`config.mk`:
```
export PLATFORM = sky130hd
export DESIGN_NAME = regfile_rename
export DESIGN_NICKNAME = d
export VERILOG_FILES = /design/src/rtl/regfile_rename_pkg.sv /design/src/rtl/rf_read_port.sv /design/src/rtl/regfile_rename.sv
export SDC_FILE = /design/constraint.sdc
export NUM_CORES = 2
export LEC_CHECK = 0
export BUFFER_PORTS_ARGS = -buffer_cell sky130_fd_sc_hd__buf_2
export CAP_MARGIN = 10
export CORE_MARGIN = 2
export CORE_UTILIZATION = 45
export DETAILED_ROUTE_END_ITERATION = 12
export SLEW_MARGIN = 15
export SYNTH_ARGS = -nofsm -noshare
export SYNTH_HDL_FRONTEND = slang
export SYNTH_SLANG_ARGS = --single-unit
```
`constraint.sdc`:
```
create_clock -name clk -period 7.7 [get_ports clk]
set_clock_uncertainty 0.05 [all_clocks]
set_input_delay 0.385 -clock clk [delete_from_list [all_inputs] [get_ports clk]]
set_output_delay 0.385 -clock clk [all_outputs]
set_load 0.005 [all_outputs]
```
`src/rtl/regfile_rename_pkg.sv`:
```
// Shared configuration for the renaming architectural register file.
// Holds bus widths, register count, the reserved "no tag" nick and the
// element typedefs used by the top and its read ports.
package regfile_rename_pkg;

  localparam int unsigned RegNum  = 32;  // architectural registers, x0 hardwired zero
  localparam int unsigned NameBus = 5;   // register-name width
  localparam int unsigned NickBus = 5;   // ROB nick width
  localparam int unsigned DataBus = 32;  // data width

  typedef logic [NameBus-1:0] name_t;
  typedef logic [NickBus-1:0] nick_t;
  typedef logic [DataBus-1:0] data_t;

  // Nick 0 is never allocated by the ROB; a tag of 0 means "value is ready".
  localparam nick_t NickNone = '0;

endpackage

```
`src/rtl/rf_read_port.sv`:
```
// Combinational source-operand lookup for dispatch.
// Ports:
//   regnm_i    - register being read
//   dt_arr_i   - architectural values
//   tag_arr_i  - pending nicks, NickNone when ready
//   cm_en_i, cm_regnm_i, cm_dt_i, cm_nick_i - same-cycle commit, used for bypass
//   dt_o       - operand value (meaningful when nick_o == NickNone)
//   nick_o     - pending nick, NickNone = ready
module rf_read_port
  import regfile_rename_pkg::*;
(
  input  name_t regnm_i,
  input  data_t dt_arr_i  [RegNum],
  input  nick_t tag_arr_i [RegNum],
  input  logic  cm_en_i,
  input  name_t cm_regnm_i,
  input  data_t cm_dt_i,
  input  nick_t cm_nick_i,
  output data_t dt_o,
  output nick_t nick_o
);

  data_t cur_dt;
  nick_t cur_tag;

  assign cur_dt  = dt_arr_i[regnm_i];
  assign cur_tag = tag_arr_i[regnm_i];

  always_comb begin
    dt_o   = cur_dt;
    nick_o = cur_tag;
    if (regnm_i == '0) begin
      dt_o   = '0;
      nick_o = NickNone;
    end else if (cur_tag == NickNone) begin
      dt_o   = cur_dt;
      nick_o = NickNone;
    end else if (cm_en_i && (cm_regnm_i == regnm_i) && (cm_nick_i == cur_tag)) begin
      // The producer is committing right now: forward its value so dispatch
      // does not wait a cycle for the register file write.
      dt_o   = cm_dt_i;
      nick_o = NickNone;
    end
  end

endmodule

```
`src/rtl/regfile_rename.sv`:
```
// Architectural register file with per-register rename tags (ROB nicks).
// Ports:
//   clk, rst (async, active-low), rdy (global enable; low freezes state)
//   iclr                          - flush, clears every pending tag
//   iROB_nick_en/_nick/_nick_regnm - rename: mark destination busy with a nick
//   iCM_en/_regnm/_dt/_nick        - commit: write value, release matching tag
//   iDP_rs{1,2}_regnm             - dispatch source lookups
//   oDP_rs{1,2}_dt/_nick           - value, or pending nick (0 = ready)
module regfile_rename
  import regfile_rename_pkg::*;
(
  input  logic               clk,
  input  logic               rst,
  input  logic               rdy,
  input  logic               iclr,
  input  logic               iROB_nick_en,
  input  logic [NickBus-1:0] iROB_nick,
  input  logic [NameBus-1:0] iROB_nick_regnm,
  input  logic               iCM_en,
  input  logic [NameBus-1:0] iCM_regnm,
  input  logic [DataBus-1:0] iCM_dt,
  input  logic [NickBus-1:0] iCM_nick,
  input  logic [NameBus-1:0] iDP_rs1_regnm,
  output logic [DataBus-1:0] oDP_rs1_dt,
  output logic [NickBus-1:0] oDP_rs1_nick,
  input  logic [NameBus-1:0] iDP_rs2_regnm,
  output logic [DataBus-1:0] oDP_rs2_dt,
  output logic [NickBus-1:0] oDP_rs2_nick
);

  data_t dt_q  [RegNum];
  data_t dt_d  [RegNum];
  nick_t tag_q [RegNum];
  nick_t tag_d [RegNum];

  logic cm_wr;
  logic rn_wr;

  // x0 is never written or renamed.
  assign cm_wr = iCM_en && (iCM_regnm != '0);
  assign rn_wr = iROB_nick_en && (iROB_nick_regnm != '0) && !iclr;

  // Order matters: commit, then rename (wins over a same-register tag clear),
  // then flush. Flush only touches tags so the flushing branch's own commit
  // data still lands.
  always_comb begin
    dt_d  = dt_q;
    tag_d = tag_q;
    if (rdy) begin
      if (cm_wr) begin
        dt_d[iCM_regnm] = iCM_dt;
        if (tag_q[iCM_regnm] == iCM_nick) begin
          tag_d[iCM_regnm] = NickNone;
        end
      end
      if (rn_wr) begin
        tag_d[iROB_nick_regnm] = iROB_nick;
      end
      if (iclr) begin
        for (int unsigned i = 0; i < RegNum; i++) begin
          tag_d[i] = NickNone;
        end
      end
    end
  end

  always_ff @(posedge clk or negedge rst) begin
    if (!rst) begin
      for (int unsigned i = 0; i < RegNum; i++) begin
        dt_q[i]  <= '0;
        tag_q[i] <= NickNone;
      end
    end else begin
      dt_q  <= dt_d;
      tag_q <= tag_d;
    end
  end

  rf_read_port u_rs1 (
    .regnm_i    (iDP_rs1_regnm),
    .dt_arr_i   (dt_q),
    .tag_arr_i  (tag_q),
    .cm_en_i    (iCM_en),
    .cm_regnm_i (iCM_regnm),
    .cm_dt_i    (iCM_dt),
    .cm_nick_i  (iCM_nick),
    .dt_o       (oDP_rs1_dt),
    .nick_o     (oDP_rs1_nick)
  );

  rf_read_port u_rs2 (
    .regnm_i    (iDP_rs2_regnm),
    .dt_arr_i   (dt_q),
    .tag_arr_i  (tag_q),
    .cm_en_i    (iCM_en),
    .cm_regnm_i (iCM_regnm),
    .cm_dt_i    (iCM_dt),
    .cm_nick_i  (iCM_nick),
    .dt_o       (oDP_rs2_dt),
    .nick_o     (oDP_rs2_nick)
  );

endmodule

```
Yosys cells after proc, flatten, opt, wreduce, memory -nomap -nowiden
Index checks and enable logic that the tools add are counted.
Widths: inputs -> output; s select.

word-level totals
  flip-flop bits (word level) = 1,184
  output and inout port bits = 74
  word-level logic and storage cells = 138

operators by class
  eq/ne operators = 5
  muxes and demuxes = 40
  order comparisons = 6
  reduce and logical (&&, ||, !) cells = 17
  bitwise logic cells = 6

operators with widths
  cell                count
  $bwmux 1024         1
  $mux 160            5
  $mux 32             11
  $bmux 32 s5         2
  $and 160x160->160   1
  $bwmux 160          1
  $demux 32 s5        1
  $not 160->160       1
  $bmux 5 s5          3
  $mux 5              14
  $demux 5 s5         2
  $eq 5x5->1          5
  $ge 6x6->1 const B  4
  $not 5->6           4
  $logic_not 5->1     4
  $lt 6x1->1 const B  2
  $reduce_bool 5->1   2
  $logic_and 1x1->1   9
  $reduce_and 2->1    1
  $logic_not 1->1     1

Longest topological paths before layout
  depth after elaboration = 13
  mapped depth = 13
  depth with buffers taken out = 8

Cells and area by module
From an unflattened synthesis, not the netlist that was laid out.

unflattened totals
  cell total of the unflattened synthesis = 4,932
  area total of the unflattened synthesis = 67,863.8 um2

modules (own cells, without submodules)
  module          area an instance (um2)  times used  cells each
  regfile_rename  47,807.1                1           3,500
  rf_read_port    10,028.4                2           716

Least setup slack after synthesis
No wires, ideal clock.

  kind = input-to-output
  from = in iDP_rs1_regnm[0]
  to = out oDP_rs1_dt[10]
  stages = 9
  arrival time = 2.750 ns
  required time = 7.265 ns
  slack = 4.515 ns
  cell sequence = buf_2 mux4_2 mux2_2 o211ai_1 o311ai_1 or3_1 a21oi_4 buf_8 mux2i_1

between the ends
  longest elaborated chain between the ends = 9
  elaborated cells between the ends (all ways) = 16
  classes of those cells = 2 x eq/ne; 9 x mux; 1 x bitwise; 4 x reduce/logical

RTL lines
  what                                       RTL line                                source
  start: declaration                         regfile_rename.sv:23                    input logic [NameBus-1:0] iDP_rs1_regnm,
  $not 5->6 (not written as such)            rf_read_port.sv:26, rf_read_port.sv:27
  $bmux 5 s5                                 rf_read_port.sv:27                      assign cur_tag = tag_arr_i[regnm_i];
  $mux 5 (not written as such) (2 in a row)  rf_read_port.sv:27
  $eq 5x5->1                                 rf_read_port.sv:38                      end else if (cm_en_i && (cm_regnm_i == regnm_i) && (cm_nick_i == cur_tag)) begin
  $logic_and 1x1->1                          rf_read_port.sv:38
  $mux 32                                    rf_read_port.sv:38
  $mux 32                                    rf_read_port.sv:35                      end else if (cur_tag == NickNone) begin
  $mux 32 *                                  rf_read_port.sv:32                      if (regnm_i == '0) begin
  end: declaration                           regfile_rename.sv:24                    output logic [DataBus-1:0] oDP_rs1_dt,

Every way passes the cells marked *; elsewhere a longest branch is shown, timed or not. The select of a mux whose other input is x is not followed.

Worst setup path in the final report
  from = in iDP_rs1_regnm[0]
  to = out oDP_rs1_dt[9]

Same word-level chain as after synthesis.

==> flow_metrics.env <==
export IMPL_status="finished clean"
export IMPL_r2r_cells=8
export IMPL_path_clk_slew_ns=0.06
export IMPL_die_w_um=388
export IMPL_postLayoutSetupSlackWorst_ns=2.34
export IMPL_dp_hpwl_um=120000
export IMPL_cts_root_buffer="clkbuf_16"
export IMPL_min_path_type="in2reg"
export IMPL_design_area_um2=72900
export IMPL_cts_buffers=139
export IMPL_yosysSeqAreaShare_pct=44.7
export IMPL_worstMarginPinSlew_ns=1.36
export IMPL_stdcell_count=6308
export IMPL_cts_sinks=1184
export IMPL_setup_tns_ns=0
export IMPL_r2r_end="tag_q[64]"
export IMPL_syn_cell_area_um2=66300
export IMPL_peakVddDrop_mv=0.237
export IMPL_cts_setup_buffers=0
export IMPL_cts_tree="yes"
export IMPL_die_area_um2=150000
export IMPL_power_density_nw_per_um2=230
export IMPL_p_int_mw=12.4
export IMPL_hold_depth=4
export IMPL_min_from="iROB_nick_regnm[2]"
export IMPL_pre_cts_ws_ns=2.41
export IMPL_clock_latency_ns=0.78
export IMPL_viasPerCell=6.70
export IMPL_reg2reg_slack_ns=3.47
export IMPL_gp_congestion=0.892
export IMPL_max_freq_mhz=187
export IMPL_antenna_cells=0
export IMPL_routed_wl_um=212000
export IMPL_power_share_clock_pct=39.2
export IMPL_netlist_instances=4414
export IMPL_setup_viol=0
export IMPL_initial_core_util_pct=45.4
export IMPL_synth_nets=4482
export IMPL_max_slew_margin_rel_pct=9.10
export IMPL_drive_gt1_share_pct=50.5
export IMPL_path_delay_family="simple AND/OR/NAND/NOR gates"
export IMPL_rows=140
export IMPL_rsz0062_at_grt="false"
export IMPL_endpoint_kind="output pin"
export IMPL_synth_seq_cells=1184
export IMPL_pwr_share_comb_pct=16.7
export IMPL_crit_path_max_fanout=62
export IMPL_drtIter0Drc=4180
export IMPL_htree_levels=4
export IMPL_grt_max_degree=177
export IMPL_detail_route_wl_per_cell_um=33.6
export IMPL_grt_use_total_pct=28.3
export IMPL_first_pass_iters=6
export IMPL_cp_slowest_stage_delay_ns=0.83
export IMPL_switchingPower_mw=4.40
export IMPL_dp_cells=6059
export IMPL_setup_worst_path_class="in2out"
export IMPL_crit_buf_inv=3
export IMPL_drc=0
export IMPL_holdWs_ns=0.139
export IMPL_grt_antenna_before_repair=1
export IMPL_cap_violations=0
export IMPL_p_seq_share_pct=44.1
export IMPL_synth_edf_count=0
export IMPL_dpl_instance_area_um2=68300
export IMPL_grt_overflow_total=0
export IMPL_arrival_ns=4.92
export IMPL_syn_area_per_cell_um2=15.0
export IMPL_period_share_pct=69.6
export IMPL_reg2reg_from="tag_q[42]"
export IMPL_p_leak_nw=31.7
export IMPL_drtAntennaViolNets=0
export IMPL_final_hold_viol_count=0
export IMPL_worstPathRequired_ns=7.26
export IMPL_yosysUniqueCellTypes=62
export IMPL_vias=42300
export IMPL_synth_flop_cell="dfrtp_1"
export IMPL_worstSetupStartpointType="primary input"
export IMPL_synth_area_top_cells="dfrtp_1 (45%), mux4_2 (23%), mux2_2 (17%)"
export IMPL_synthArstFlopShare_pct=100
export IMPL_area_delta_synth_final_pct=9.98
export IMPL_hold_path_endpoint="tag_q[119]"
export IMPL_grt_first_pass_wirelength_um=310000
export IMPL_ys_warnings_count=0
export IMPL_coreArea_um2=146000
export IMPL_fin_nets=4357
export IMPL_yosysTopAreaCell="dfrtp_1"
export IMPL_final_cell_mix="dfrtp_1 (1184), mux2_2 (1029), mux4_2 (678)"
export IMPL_slew_violations=0
export IMPL_io_buffers=141
export IMPL_period_needed_ns=5.36
export IMPL_grt_pass1_vias=43000
export IMPL_path_cells="buf_8 > nor2b_1 > a22oi_1 > a21oi_1 > nor4_1 > nor4b_1 > or3_1 > a21oi_4 > buf_4 > mux2i_1 > buf_2"
export IMPL_critPathSlowestCell="nor4_1"
export IMPL_io_pins=142
export IMPL_layout_commonest_cell="dfrtp_1"
export IMPL_clockBufferDepth=3
export IMPL_swShare_pct=26.2
export IMPL_die_h_um=388
export IMPL_synth_top_cell_area_share_pct=44.7
==> power by group through the flow <==
| stage | Combinational, mW | Clock, mW | Sequential, mW |
|---|---|---|---|
| floorplan | 2.07 | 0 | 7.34 |
| global placement | 2.77 | 0 | 7.46 |
| detailed placement | 2.81 | 0 | 7.51 |
| CTS | 2.82 | 6.72 | 7.40 |
| global route | 2.98 | 6.98 | 7.50 |
| finish | 2.80 | 6.59 | 7.41 |
==> per-stage QoR <==
stage,utilization (%),power [mW]
4_1_cts,50.0,16.9
3_3_place_gp,46.8,10.2
5_1_grt,50.0,17.5
2_1_floorplan,-,9.41
6_report,50.0,16.8
3_5_place_dp,46.8,10.3
==> sequential cells by signal (all words and copies together), names as in the netlist <==
signal  count
dt_q     1024
tag_q     160
==> worst max-delay path by stage <==
stage,startpoint,endpoint,slack (ns),depth (start not counted)
6_report,iDP_rs1_regnm[0],oDP_rs1_dt[9],2.34,11
3_5_place_dp,iDP_rs1_regnm[0],oDP_rs1_dt[9],2.41,11
4_1_cts,iDP_rs1_regnm[0],oDP_rs1_dt[9],2.41,11
3_3_place_gp,iDP_rs1_regnm[1],oDP_rs1_dt[15],2.43,11
5_1_grt,iDP_rs1_regnm[0],oDP_rs1_dt[18],2.10,11
2_1_floorplan,iDP_rs1_regnm[0],oDP_rs1_dt[10],4.51,9
==> cells by family after synthesis <==
family	Yosys count	share of synthesized area (%)
xor gates and xnor gates	24	0.317
muxes	1948	44.2
and+or+nand+nor	423	3.19
buffers and inverters	496	3.34
DFF	1184	44.7
AOI/OAI and AO/OA	339	4.29
==> metal layers <==
layer / global-route usage [%] / routed length, µm / vias up
li1: - / - / 17000
met1: 40.3 / 91200 / 23100
met2: 43.8 / 98300 / 1720
met3: 4.93 / 14200 / 440
met4: 10.4 / 8200 / 2
met5: 0 / 8 / -
==> synth_stat cells (3+ instances only) <==
master     instances
xnor2_1           11
nor2b_1           18
a21oi_1           33
o22ai_1           18
nor4_1            14
buf_4             26
buf_1             31
nand2_1          151
and3_1             7
or2_2              3
dfrtp_1         1184
buf_6             12
clkbuf_1         326
a22o_1           120
nor3b_1            4
buf_2             90
xor2_1            13
o2bb2ai_1         35
buf_8              3
mux2_2          1029
or3_1              3
inv_1              4
o41ai_1            7
a22oi_1           84
and2_1            13
and3b_1            4
or3b_2             4
nand3b_1          11
mux4_2           678
nand2b_1          49
mux2i_1          241
o41ai_2           14
nor4_2             6
nand4_1            7
nor3_1             7
o31ai_2            9
nor2_1            71
nand3_1           45
==> worst reg2reg max path, stage by stage (launching register included) <==
cell and delay (ns):
dfrtp_1 0.41, mux2i_1 0.11, mux4_2 0.52, a22oi_1 0.41
a21oi_1 0.18, o2111ai_4 0.94, nor4_2 0.14, o31ai_2 1.10
a22o_1 0.29
==> layout make-up <==
class | count | area [µm²]
clock buffers | 209 | 4100
clock inverters | 34 | 404
fillers | 12400 | 73000
inverters | 5 | 20.0
multi-input cells | 2734 | 34800
flip-flops and latches | 1184 | 29600
well taps | 1917 | 2400
repair buffers | 225 | 1570
==> what timing repair did <==
action                                 CTS  global route
hold buffers                             6             0
gates resized for setup                  0             0
endpoints found under the hold margin  144             0
No activity file was read; power rests on OpenSTA's default activity.
